### config.mk
export PLATFORM = sky130hd
export DESIGN_NAME = bp_update_ctrl_flat
export DESIGN_NICKNAME = d
export VERILOG_FILES = /design/src/rtl/bp_update_ctrl_pkg.sv /design/src/rtl/bp_update_ctrl_if.sv /design/src/rtl/bp_update_ctrl_upd_fifo.sv /design/src/rtl/bp_update_ctrl.sv /design/src/flat_wrapper.sv
export SDC_FILE = /design/constraint.sdc
export NUM_CORES = 1
export LEC_CHECK = 0
export CELL_PAD_IN_SITES_DETAIL_PLACEMENT = 1
export CELL_PAD_IN_SITES_GLOBAL_PLACEMENT = 1
export CORE_MARGIN = 8
export CORE_UTILIZATION = 51
export DETAILED_ROUTE_END_ITERATION = 8
export PLACE_DENSITY_LB_ADDON = 0.1
export SETUP_SLACK_MARGIN = 0.2
export SLEW_MARGIN = 20
export SYNTH_ARGS = -nofsm -noshare
export SYNTH_HDL_FRONTEND = slang
export SYNTH_SLANG_ARGS = --single-unit
### constraint.sdc
create_clock -name clk -period 6.4 [get_ports clk]
set_input_delay 0.96 -clock clk [delete_from_list [all_inputs] [get_ports clk]]
set_output_delay 0.96 -clock clk [all_outputs]
set_load 0.1 [all_outputs]
### src/rtl/bp_update_ctrl_pkg.sv
// Shared types for the branch-predictor update controller: update payload and FSM states.
package bp_update_ctrl_pkg;

  localparam int BP_ENTRIES_DEF = 64;
  localparam int BP_QDEPTH_DEF  = 4;
  localparam int BP_DROP_W_DEF  = 16;

  typedef struct packed {
    logic [31:0] pc;
    logic        taken;
    logic [31:0] target;
  } bp_upd_t;

  typedef enum logic {BPC_CLEAR, BPC_IDLE} bp_ctrl_state_e;

endpackage

### src/rtl/bp_update_ctrl_if.sv
// Bundle between the ID/IF pipeline and the predictor update controller.
interface bp_update_ctrl_if #(
  parameter int IDX_W  = 6,
  parameter int DROP_W = 16
);
  logic              flush_req;
  logic              upd_valid;
  logic [31:0]       upd_pc;
  logic              upd_taken;
  logic [31:0]       upd_target;
  logic [31:0]       pc_d;
  logic              cflow_valid;
  logic              cflow_taken;
  logic [31:0]       cflow_target;
  logic              clr_valid;
  logic [IDX_W-1:0]  clr_index;
  logic              pred_enable;
  logic              busy;
  logic [DROP_W-1:0] drop_cnt;

  modport master (
    output flush_req, upd_valid, upd_pc, upd_taken, upd_target,
    input  pc_d, cflow_valid, cflow_taken, cflow_target,
    input  clr_valid, clr_index, pred_enable, busy, drop_cnt
  );

  modport slave (
    input  flush_req, upd_valid, upd_pc, upd_taken, upd_target,
    output pc_d, cflow_valid, cflow_taken, cflow_target,
    output clr_valid, clr_index, pred_enable, busy, drop_cnt
  );
endinterface

### src/rtl/bp_update_ctrl_upd_fifo.sv
// Update queue: QDEPTH-entry FIFO of bp_upd_t, combinational head, zero-latency flag update.
// Caller must not push when full unless popping; flush empties it at the next edge.
module bp_upd_fifo
  import bp_update_ctrl_pkg::*;
#(
  parameter int QDEPTH = 4
) (
  input  logic    clk,
  input  logic    rst_n,
  input  logic    push,
  input  logic    pop,
  input  logic    flush,
  input  bp_upd_t din,
  output bp_upd_t dout,
  output logic    full,
  output logic    empty
);
  localparam int PW = $clog2(QDEPTH);
  localparam logic [PW:0] PTR_ONE = {{PW{1'b0}}, 1'b1};

  logic [PW:0] wptr, rptr;
  bp_upd_t     mem [QDEPTH];

  always_ff @(posedge clk or negedge rst_n) begin
    if (!rst_n) begin
      wptr <= '0;
      rptr <= '0;
    end else if (flush) begin
      wptr <= '0;
      rptr <= '0;
    end else begin
      if (push) wptr <= wptr + PTR_ONE;
      if (pop)  rptr <= rptr + PTR_ONE;
    end
  end

  // Payload storage carries no reset; only pointers define validity.
  always_ff @(posedge clk) begin
    if (push && !flush) mem[wptr[PW-1:0]] <= din;
  end

  assign dout  = mem[rptr[PW-1:0]];
  assign empty = (wptr == rptr);
  assign full  = (wptr[PW] != rptr[PW]) && (wptr[PW-1:0] == rptr[PW-1:0]);

endmodule

### src/rtl/bp_update_ctrl.sv
// BHT/BTB update sequencer: clear sweep after reset/flush, then one queued update per cycle.
// Update reaches cflow_* one edge after acceptance; overflow while full is dropped and counted.
module bp_update_ctrl
  import bp_update_ctrl_pkg::*;
#(
  parameter int ENTRIES = BP_ENTRIES_DEF,
  parameter int QDEPTH  = BP_QDEPTH_DEF,
  parameter int DROP_W  = BP_DROP_W_DEF
) (
  input logic              clk,
  input logic              rst_n,
  bp_update_ctrl_if.slave  bus
);
  localparam int IDX_W = $clog2(ENTRIES);
  localparam logic [IDX_W-1:0]  IDX_LAST = IDX_W'(ENTRIES - 1);
  localparam logic [IDX_W-1:0]  IDX_ONE  = IDX_W'(1);
  localparam logic [DROP_W-1:0] DROP_ONE = DROP_W'(1);

  bp_ctrl_state_e    state_q, state_d;
  logic [IDX_W-1:0]  idx_q, idx_d;
  logic [DROP_W-1:0] drop_q;
  logic              cflow_valid_q;
  bp_upd_t           cflow_q;

  bp_upd_t upd_in, q_head, issue_dat;
  logic    q_full, q_empty;
  logic    is_idle, live_upd, fifo_pop, bypass, issue, push, drop;

  assign upd_in   = '{pc: bus.upd_pc, taken: bus.upd_taken, target: bus.upd_target};
  assign is_idle  = (state_q == BPC_IDLE);
  assign live_upd = bus.upd_valid && !bus.flush_req;

  // An update arriving at an idle, empty queue goes straight to the output register.
  assign fifo_pop  = is_idle && !bus.flush_req && !q_empty;
  assign bypass    = is_idle && q_empty && live_upd;
  assign issue     = fifo_pop || bypass;
  assign push      = live_upd && !bypass && (!q_full || fifo_pop);
  assign drop      = live_upd && q_full && !fifo_pop;
  assign issue_dat = q_empty ? upd_in : q_head;

  bp_upd_fifo #(.QDEPTH(QDEPTH)) u_fifo (
    .clk   (clk),
    .rst_n (rst_n),
    .push  (push),
    .pop   (fifo_pop),
    .flush (bus.flush_req),
    .din   (upd_in),
    .dout  (q_head),
    .full  (q_full),
    .empty (q_empty)
  );

  always_ff @(posedge clk or negedge rst_n) begin
    if (!rst_n) begin
      state_q <= BPC_CLEAR;
      idx_q   <= '0;
    end else begin
      state_q <= state_d;
      idx_q   <= idx_d;
    end
  end

  always_comb begin
    state_d = state_q;
    idx_d   = idx_q;
    if (bus.flush_req) begin
      state_d = BPC_CLEAR;
      idx_d   = '0;
    end else if (state_q == BPC_CLEAR) begin
      idx_d = idx_q + IDX_ONE;
      if (idx_q == IDX_LAST) state_d = BPC_IDLE;
    end
  end

  always_ff @(posedge clk or negedge rst_n) begin
    if (!rst_n) begin
      cflow_valid_q <= 1'b0;
      cflow_q       <= '0;
      drop_q        <= '0;
    end else begin
      cflow_valid_q <= issue;
      if (issue) cflow_q <= issue_dat;
      if (drop && (drop_q != '1)) drop_q <= drop_q + DROP_ONE;
    end
  end

  assign bus.pc_d         = cflow_q.pc;
  assign bus.cflow_valid  = cflow_valid_q;
  assign bus.cflow_taken  = cflow_q.taken;
  assign bus.cflow_target = cflow_q.target;
  assign bus.clr_valid    = !is_idle;
  assign bus.clr_index    = idx_q;
  assign bus.pred_enable  = is_idle;
  assign bus.busy         = !is_idle || !q_empty || cflow_valid_q;
  assign bus.drop_cnt     = drop_q;

endmodule

### src/flat_wrapper.sv
// flat-port wrapper written by rule: the top's interface ports become plain ports
module bp_update_ctrl_flat import bp_update_ctrl_pkg::*;
#(
  parameter int ENTRIES = BP_ENTRIES_DEF,
  parameter int QDEPTH  = BP_QDEPTH_DEF,
  parameter int DROP_W  = BP_DROP_W_DEF
)
  (clk, rst_n, bus_flush_req, bus_upd_valid, bus_upd_pc, bus_upd_taken, bus_upd_target, bus_pc_d, bus_cflow_valid, bus_cflow_taken, bus_cflow_target, bus_clr_valid, bus_clr_index, bus_pred_enable, bus_busy, bus_drop_cnt);
  bp_update_ctrl_if #(.IDX_W((6)), .DROP_W(DROP_W)) bus_i ();
  input logic clk;
  input logic rst_n;
  input wire logic [$bits(bus_i.flush_req)-1:0] bus_flush_req;
  input wire logic [$bits(bus_i.upd_valid)-1:0] bus_upd_valid;
  input wire logic [$bits(bus_i.upd_pc)-1:0] bus_upd_pc;
  input wire logic [$bits(bus_i.upd_taken)-1:0] bus_upd_taken;
  input wire logic [$bits(bus_i.upd_target)-1:0] bus_upd_target;
  output wire logic [$bits(bus_i.pc_d)-1:0] bus_pc_d;
  output wire logic [$bits(bus_i.cflow_valid)-1:0] bus_cflow_valid;
  output wire logic [$bits(bus_i.cflow_taken)-1:0] bus_cflow_taken;
  output wire logic [$bits(bus_i.cflow_target)-1:0] bus_cflow_target;
  output wire logic [$bits(bus_i.clr_valid)-1:0] bus_clr_valid;
  output wire logic [$bits(bus_i.clr_index)-1:0] bus_clr_index;
  output wire logic [$bits(bus_i.pred_enable)-1:0] bus_pred_enable;
  output wire logic [$bits(bus_i.busy)-1:0] bus_busy;
  output wire logic [$bits(bus_i.drop_cnt)-1:0] bus_drop_cnt;
  assign bus_i.flush_req = bus_flush_req;
  assign bus_i.upd_valid = bus_upd_valid;
  assign bus_i.upd_pc = bus_upd_pc;
  assign bus_i.upd_taken = bus_upd_taken;
  assign bus_i.upd_target = bus_upd_target;
  assign bus_pc_d = bus_i.pc_d;
  assign bus_cflow_valid = bus_i.cflow_valid;
  assign bus_cflow_taken = bus_i.cflow_taken;
  assign bus_cflow_target = bus_i.cflow_target;
  assign bus_clr_valid = bus_i.clr_valid;
  assign bus_clr_index = bus_i.clr_index;
  assign bus_pred_enable = bus_i.pred_enable;
  assign bus_busy = bus_i.busy;
  assign bus_drop_cnt = bus_i.drop_cnt;
  bp_update_ctrl #(.ENTRIES(ENTRIES), .QDEPTH(QDEPTH), .DROP_W(DROP_W)) u_core (.clk(clk), .rst_n(rst_n), .bus(bus_i));
endmodule
==> results.cfg, run 1 <==
[run_status]
outcome = complete, no violations

[worst_setup_path]
required_ns = 5.44
cp_num_buf_inv = 1
startpoint = u_core.u_fifo.rptr[0]
crit_path_end_kind = output pin
max_stage_delay_ns = 0.97
r2r-start = u_core.u_fifo.rptr[0]
path_delay_family = simple AND/OR/NAND/NOR gates
arrival_ns = 3.66
worstSetupStartpointType = flip-flop
path_max_fanout = 30
cp_slowest_cell = clkdlybuf4s50_1
crit_chain = xnor2_2, nand3_4, or3_1, clkdlybuf4s50_1
path_class = reg2out

[floorplanning]
die_w_um = 181
core_mm2 = 0.0269
dieArea_mm2 = 0.0328
rows = 60
pin_count = 160
die_h_um = 181
start_util = 0.518

[drt]
vias = 7373
ant_nets = 0
first_pass_iters = 4
routedWlPerCell_um = 23.0
viasPerCell = 5.64
drt_wl_total_um = 30100
drt-initial-drc-count = 402
drc = 0

[timing]
fin_crit_ns = 4.62
maxSlewViolCount = 0
hold_viol = 0
fin_crit_sh = 0.722
hold_ws_ns = 0.437
finClkSkew_ns = 0.0212
setup_violations = 0
rsz0062_at_grt = no
slew_headroom = 0.297
fin_ws_ns = 1.78
maxClockFrequency_ghz = 0.216
worst_slew_pin_slew_ns = 1.05
setup_tns_ns = 0

[synthesis]
synthCells = 772
syn_nets = 848
syn-cell-area_mm2 = 0.0139
synth_area_leader_cell = edfxtp_1
syn_area_per_cell_um2 = 18.0
synth_area_leaders = edfxtp_1 (56%), dfrtp_1 (17%), mux4_2 (11%), mux2i_1 (4.7%), nand2_1 (2.1%)
synth.most_common_cell = edfxtp_1
synthTopCellsByCount = edfxtp_1 (260), dfrtp_1 (95), nand2_1 (77), mux2i_1 (66), mux4_2 (65)
ys_seq_elements = 355
synth_edf_count = 260
async_flop_share = 0.268
yosys_warnings = 0
synth-seq-area-share = 0.732
yosysTopAreaCellShare = 0.561
synth_cell_types = 39
ys.flop_type = edfxtp_1

[placed_design]
dpl.cell_count = 1239
dpl-instance-area_mm2 = 0.0158
hpwl_um = 18000
gp_congestion = 0.819
pre_cts_ws_ns = 2.28
port_buffers = 159

[final_layout]
nNetsFinal = 1013
drive_gt1_frac = 0.146
final_util = 0.631
final_cells = 1308
fillers = 2360
area_growth_pct = 21.8
fin_area_mm2 = 0.0170

[pwr]
p_total_mw = 5.59
p_switching_mw = 1.58
internal_power_mw = 4.01
pwr-share-clk = 0.362
p_seq_frac = 0.473
p_comb_frac = 0.164
power_density_mw_per_mm2 = 330
vdd_drop_max_mv = 0.215
p_leak_nw = 5.95
p_sw_frac = 0.282

[global_routing]
track_usage = 0.186
grt_pass1_vias = 8408
antenna_found_initial = 2
grt_max_degree = 79
grt_pass1_wl_um = 48100
grt-ovfl-total = 0

[min_path]
hold_path.class = in2async

[clock_network]
ctsHoldBuffers = 0
cts_setup_buffers = 0
tritoncts = yes
cts.path.max_buffers = 3
cts.clk_slew.worst_paths_ns = 0.06
cts_buffers = 37
root_buffer = clkbuf_16
htree_levels = 2
clk_latency_ns = 0.51
cts.sink_count = 355
ctsResizeCount = 0

[flow_run]
drv_cap = 0
-- placed cells by master (no fill, tap or decap), types with 2 or more instances in the layout --
cell / instances
nor2b_1: 2
clkbuf_1: 13
clkinv_1: 4
buf_4: 7
inv_1: 5
ha_1: 7
o21ai_0: 51
dfrtp_4: 2
nor2_1: 21
clkbuf_16: 39
nand3_1: 10
and2_4: 4
dfrtp_1: 93
mux4_2: 65
xor2_1: 12
clkinv_2: 8
o21ai_1: 15
edfxtp_1: 260
nand4_1: 6
clkbuf_8: 2
nand2_1: 77
mux2_2: 4
clkdlybuf4s50_1: 158
xnor2_1: 11
a21oi_1: 2
and3_1: 3
mux2i_1: 66
-- per-layer routing --
layer / GRT usage / part of all wire / routed length [um]
met5: 0 / 0.00043 / 13
met2: 0.319 / 0.51 / 15300
met4: 0.0548 / 0.023 / 696
met1: 0.234 / 0.42 / 12600
met3: 0.0429 / 0.049 / 1460
-- state kept, by name, summed over array words and instances (netlist names) --
register / count
u_core.bus.cflow_taken: 1
u_core.bus.cflow_target: 32
u_core.bus.cflow_valid: 1
u_core.bus.clr_index: 6
u_core.bus.drop_cnt: 16
u_core.bus.pc_d: 32
u_core.bus.pred_enable: 1
u_core.u_fifo.mem: 260
u_core.u_fifo.rptr: 3
u_core.u_fifo.wptr: 3
-- path summary, 6_finish.rpt --
kind / end / slack (ns) / cells after the start
max: bus_busy / 1.78 / 4
min: u_core.bus.pc_d[8] / 0.44 / 1
max reg2reg: u_core.bus.cflow_target[16] / 3.35 / 5
min reg2reg: u_core.bus.pc_d[22] / 0.48 / 2
max in group asynchronous: u_core.u_fifo.rptr[0] / 4.67 / 2
min in group clk: u_core.bus.pc_d[22] / 0.48 / 2
-- power by group through the flow --
| stage | clock [mW] | combinational [mW] | sequential, mW |
|---|---|---|---|
| finish | 2.02 | 0.919 | 2.65 |
| detailed placement | 0 | 0.927 | 2.69 |
| global route | 2.15 | 0.964 | 2.66 |
| global placement | 0 | 0.910 | 2.68 |
| floorplan | 0 | 0.185 | 3.14 |
| CTS | 2.08 | 0.932 | 2.65 |
-- kinds of logic (layout without fill, tap and decap cells) --
family,count (synthesis),count (layout),share of synthesized area
AOI/OAI and AO/OA,72,72,0.0289
xor gates and xnor gates,25,25,0.0174
adders and majority gates,7,7,0.00629
buffers and inverters,44,238,0.0161
DFF,355,355,0.732
muxes,135,135,0.156
other,0,1,0
and+or+nand+nor,134,134,0.0434
-- final cells by class --
class                           instances  area, um2  share of cell area
Clock buffer                           54       1050              0.0621
Sequential cell                       355      10200               0.601
Tap cell                              341        427              0.0252
Inverter                                5       18.8             0.00111
Antenna cell                            1       2.50            0.000148
Timing Repair Buffer                  165       1630              0.0964
Multi-Input combinational cell        373       3530               0.208
Clock inverter                         14       93.8             0.00554
Power figures use the tool's default switching activity.
==> run 2: changes to the inputs <==
--- a/config.mk
+++ b/config.mk
@@ -8,7 +8,7 @@
 export CELL_PAD_IN_SITES_DETAIL_PLACEMENT = 1
 export CELL_PAD_IN_SITES_GLOBAL_PLACEMENT = 1
 export CORE_MARGIN = 8
-export CORE_UTILIZATION = 51
+export CORE_UTILIZATION = 43
 export DETAILED_ROUTE_END_ITERATION = 8
 export PLACE_DENSITY_LB_ADDON = 0.1
 export SETUP_SLACK_MARGIN = 0.2
==> constraint.sdc (replaced) <==
create_clock -name clk -period 4 [get_ports clk]
set_input_delay 0.6 -clock clk [delete_from_list [all_inputs] [get_ports clk]]
set_output_delay 0.6 -clock clk [all_outputs]
set_load 0.1 [all_outputs]
==> results.cfg, run 2 (synthesis gave the netlist of run 1 again) <==
[worst_setup_path]
crit_path_end_kind = output pin
path_class = reg2out
arrival_ns = 2.66
worstSetupStartpointType = flip-flop
path_max_fanout = 18
required_ns = 3.40

[timing]
setup_tns_ns = 0
worst_slew_pin_slew_ns = 1.07
hold_ws_ns = 0.0296
fin_crit_sh = 0.815
hold_viol = 0
slew_headroom = 0.281
maxSlewViolCount = 0
maxClockFrequency_ghz = 0.307
fin_crit_ns = 3.26
setup_violations = 0
rsz0062_at_grt = no
finClkSkew_ns = 0.0145

[global_routing]
antenna_found_initial = 1
grt_max_degree = 70
track_usage = 0.165
grt-ovfl-total = 0
grt_pass1_wl_um = 49500
grt_pass1_vias = 8325

[floorplanning]
die_h_um = 196
die_w_um = 196
pin_count = 160
rows = 66
core_mm2 = 0.0322
start_util = 0.432
dieArea_mm2 = 0.0384

[clock_network]
cts.clk_slew.worst_paths_ns = 0.06
ctsResizeCount = 0
cts_setup_buffers = 0
cts.sink_count = 355
clk_latency_ns = 0.52
htree_levels = 2
cts_buffers = 40
root_buffer = clkbuf_16
cts.path.max_buffers = 3
ctsHoldBuffers = 0
tritoncts = yes

[drt]
routedWlPerCell_um = 22.5
drc = 0
drt_wl_total_um = 31200
drt-initial-drc-count = 304
vias = 7350
ant_nets = 0
first_pass_iters = 4
viasPerCell = 5.29

[final_layout]
multiInputGateArea_mm2 = 0.00353
final_cells = 1389
largest_reg_flops = 260
nNetsFinal = 1025
diodes = 0
seq_area_mm2 = 0.0102
fillers = 2975
layout_common_cells = edfxtp_1 (260), clkdlybuf4s50_1 (157), dfrtp_1 (93)
area_growth_pct = 24.7
drive_gt1_frac = 0.165
layout_commonest_cell = edfxtp_1

[min_path]
hold_path.class = in2async

[placed_design]
dpl.cell_count = 1314
port_buffers = 159
hpwl_um = 20100
gp_congestion = 0.778

[pwr]
p_total_mw = 9.28
vdd_drop_max_mv = 0.323
p_leak_nw = 6.11
power_density_mw_per_mm2 = 535

[flow_run]
drv_cap = 0

[run_status]
outcome = complete, no violations
-- run 2: metrics by stage --
stage                util  area (um2)  setup WS, ns
floorplan               -       13900         0.858
detailed placement  0.497       16000         0.856
global route        0.539       17400         0.627
CTS                 0.538       17300         0.677
finish              0.539       17400         0.740
global placement    0.497       16000         0.953
-- run 2: worst max-delay path: stages, from the launching register on --
cell,delay (ns)
dfrtp_4,0.47
xnor2_1,0.46
nand3_4,0.50
or3_1,0.52
buf_12,0.19
-- run 2: where the power goes --
part           internal [mW]  switching [mW]
Combinational          0.393            1.10
Clock                   2.14            1.42
Sequential              4.14          0.0844
-- run 2: routing by layer --
layer,GRT usage,part of all wire
met1,0.214,0.44
met5,0,0.00042
met4,0.0432,0.017
met3,0.0338,0.042
met2,0.280,0.50
-- run 2: area by class of cell --
type	count	share of cell area
flip-flops and latches	355	0.587
inverters	5	0.00108
repair buffers	174	0.103
clock buffers	52	0.0656
clock inverters	22	0.00952
well taps	408	0.0294
multi-input cells	373	0.204
-- run 2: worst paths after layout --
kind / startpoint / end / slack [ns] / cells after the start
setup / recovery: u_core.u_fifo.rptr[1] / bus_busy / 0.74 / 4
hold / removal: rst_n / u_core.bus.pc_d[12] / 0.03 / 1
setup reg to reg: u_core.u_fifo.rptr[1] / u_core.bus.cflow_target[16] / 1.31 / 5
hold reg to reg: u_core.bus.pc_d[14] / u_core.bus.pc_d[14] / 0.48 / 2
max in group asynchronous: rst_n / u_core.bus.cflow_target[1] / 2.98 / 3
min in group clk: u_core.bus.pc_d[14] / u_core.bus.pc_d[14] / 0.48 / 2
==> run 3: changes to the inputs <==
--- a/config.mk
+++ b/config.mk
@@ -8,7 +8,7 @@
 export CELL_PAD_IN_SITES_DETAIL_PLACEMENT = 1
 export CELL_PAD_IN_SITES_GLOBAL_PLACEMENT = 1
 export CORE_MARGIN = 8
-export CORE_UTILIZATION = 43
+export CORE_UTILIZATION = 48
 export DETAILED_ROUTE_END_ITERATION = 8
 export PLACE_DENSITY_LB_ADDON = 0.1
 export SETUP_SLACK_MARGIN = 0.2
==> constraint.sdc (replaced) <==
create_clock -name clk -period 3.2 [get_ports clk]
set_input_delay 0.48 -clock clk [delete_from_list [all_inputs] [get_ports clk]]
set_output_delay 0.48 -clock clk [all_outputs]
set_load 0.1 [all_outputs]
==> results.cfg, run 3 (synthesis gave the netlist of run 1 again) <==
[worst_setup_path]
crit_path_end_kind = output pin
worstSetupStartpointType = flip-flop
r2r_end = u_core.bus.pc_d[31]
path_max_fanout = 3
arrival_ns = 2.19
required_ns = 2.72
rrSetupSlack_ns = 0.54
path_class = reg2out
r2r-start = u_core.u_fifo.rptr[1]
r2r_cells = 6

[global_routing]
grt_pass1_vias = 8442
antenna_found_initial = 0
grt_max_degree = 68
track_usage = 0.183
grt-ovfl-total = 0
grt_pass1_wl_um = 48900

[drt]
ant_nets = 0
routedWlPerCell_um = 22.7
viasPerCell = 5.46
first_pass_iters = 6
drt_wl_total_um = 31100
vias = 7468
drt-initial-drc-count = 416
drc = 0

[placed_design]
dpl.cell_count = 1298
hpwl_um = 20000
pre_cts_ws_ns = 0.482
gp_congestion = 0.747
port_buffers = 159

[timing]
setup_tns_ns = 0
fin_crit_sh = 0.836
finClkSkew_ns = 0.0122
maxSlewViolCount = 0
setup_violations = 0
rsz0062_at_grt = no
fin_ws_ns = 0.526
hold_viol = 0
worst_slew_pin_slew_ns = 1.02
maxClockFrequency_ghz = 0.374
fin_crit_ns = 2.67
slew_headroom = 0.323

[floorplanning]
dieArea_mm2 = 0.0347
pin_count = 160
rows = 62
die_w_um = 186
die_h_um = 186
start_util = 0.486
core_mm2 = 0.0286

[final_layout]
nNetsFinal = 1032
drive_gt1_frac = 0.244
layout_common_cells = edfxtp_1 (260), buf_4 (102), dfrtp_1 (93)
final_cells = 1369
diodes = 0
largest_reg_flops = 260
layout_commonest_cell = edfxtp_1
final_util = 0.595
area_growth_pct = 22.4

[min_path]
holdPathEnd = u_core.bus.pc_d[14]
min-delay-start = u_core.bus.pc_d[14]
holdPathStages = 2
hold_path.class = reg2reg

[clock_network]
tritoncts = yes
ctsResizeCount = 0
cts.clk_slew.worst_paths_ns = 0.06
root_buffer = clkbuf_16
cts_setup_buffers = 0
cts_buffers = 38
ctsHoldBuffers = 1
clk_latency_ns = 0.51
cts.path.max_buffers = 3
cts.sink_count = 355
htree_levels = 2

[pwr]
vdd_drop_max_mv = 0.451
p_leak_nw = 6.21
power_density_mw_per_mm2 = 652
p_total_mw = 11.1

[flow_run]
drv_cap = 0

[run_status]
outcome = complete, no violations
run 3: changes by cell type in the layout (fill, tap and decap cells not counted):
| cell | change |
|---|---|
| buf_12 | +2 |
| buf_4 | +92 |
| bufinv_16 | -2 |
| clkbuf_1 | +13 |
| clkbuf_16 | -3 |
| clkbuf_8 | -1 |
| clkdlybuf4s50_1 | -86 |
| clkinv_1 | -2 |
| clkinv_2 | -9 |
| clkinv_8 | -1 |
| clkinvlp_4 | -1 |
| dlygate4sd3_1 | +1 |
| inv_6 | +1 |
run 3: through the flow:
stage | instance area, um2 | hold slack, ns
2_1_floorplan | 13900 | 0.184
4_1_cts | 17000 | 0.484
3_3_place_gp | 15900 | 0.462
6_report | 17000 | 0.477
5_1_grt | 17000 | 0.509
3_5_place_dp | 15900 | 0.471
run 3: worst max-delay path, stage by stage, from the launching register on:
cell	delay, ns
dfrtp_4	0.48
xnor2_1	0.48
nand3_4	0.15
or3_1	0.39
buf_12	0.19
run 3: cell type report:
class / count / area [um2]
Clock inverter: 8 / 37.5
Timing Repair Buffer: 183 / 1670
Inverter: 5 / 18.8
Fill cell: 2546 / 11600
Tap cell: 384 / 480
Sequential cell: 355 / 10200
Multi-Input combinational cell: 373 / 3530
Clock buffer: 61 / 1100
run 3: worst max path at each step:
stage               slack, ns                  endpoint                    from
finish                   0.53                  bus_busy   u_core.u_fifo.rptr[1]
global route             0.43                  bus_busy   u_core.u_fifo.rptr[1]
CTS                      0.47    u_core.bus.cflow_taken   u_core.u_fifo.rptr[1]
detailed placement       0.48  u_core.u_fifo.mem[1][61]           bus_upd_valid
global placement         0.55   u_core.u_fifo.mem[1][0]           bus_upd_valid
floorplan                0.06   u_core.u_fifo.mem[0][0]  u_core.bus.pred_enable
run 3: where the power goes:
part	internal, mW	switching [mW]	total (mW)	leakage (nW)
registers	5.18	0.107	5.29	3.61
clock network	2.35	1.65	4.00	0.551
logic	0.451	1.37	1.82	2.04
run 3: layer usage:
layer	track usage	wire [um]	part of all wire	vias to the layer above
met2	0.324	15900	0.51	155
met5	0	0	0	-
met4	0.0429	526	0.017	0
met1	0.232	13200	0.43	3927
met3	0.0334	1400	0.045	45
li1	-	-	-	3341
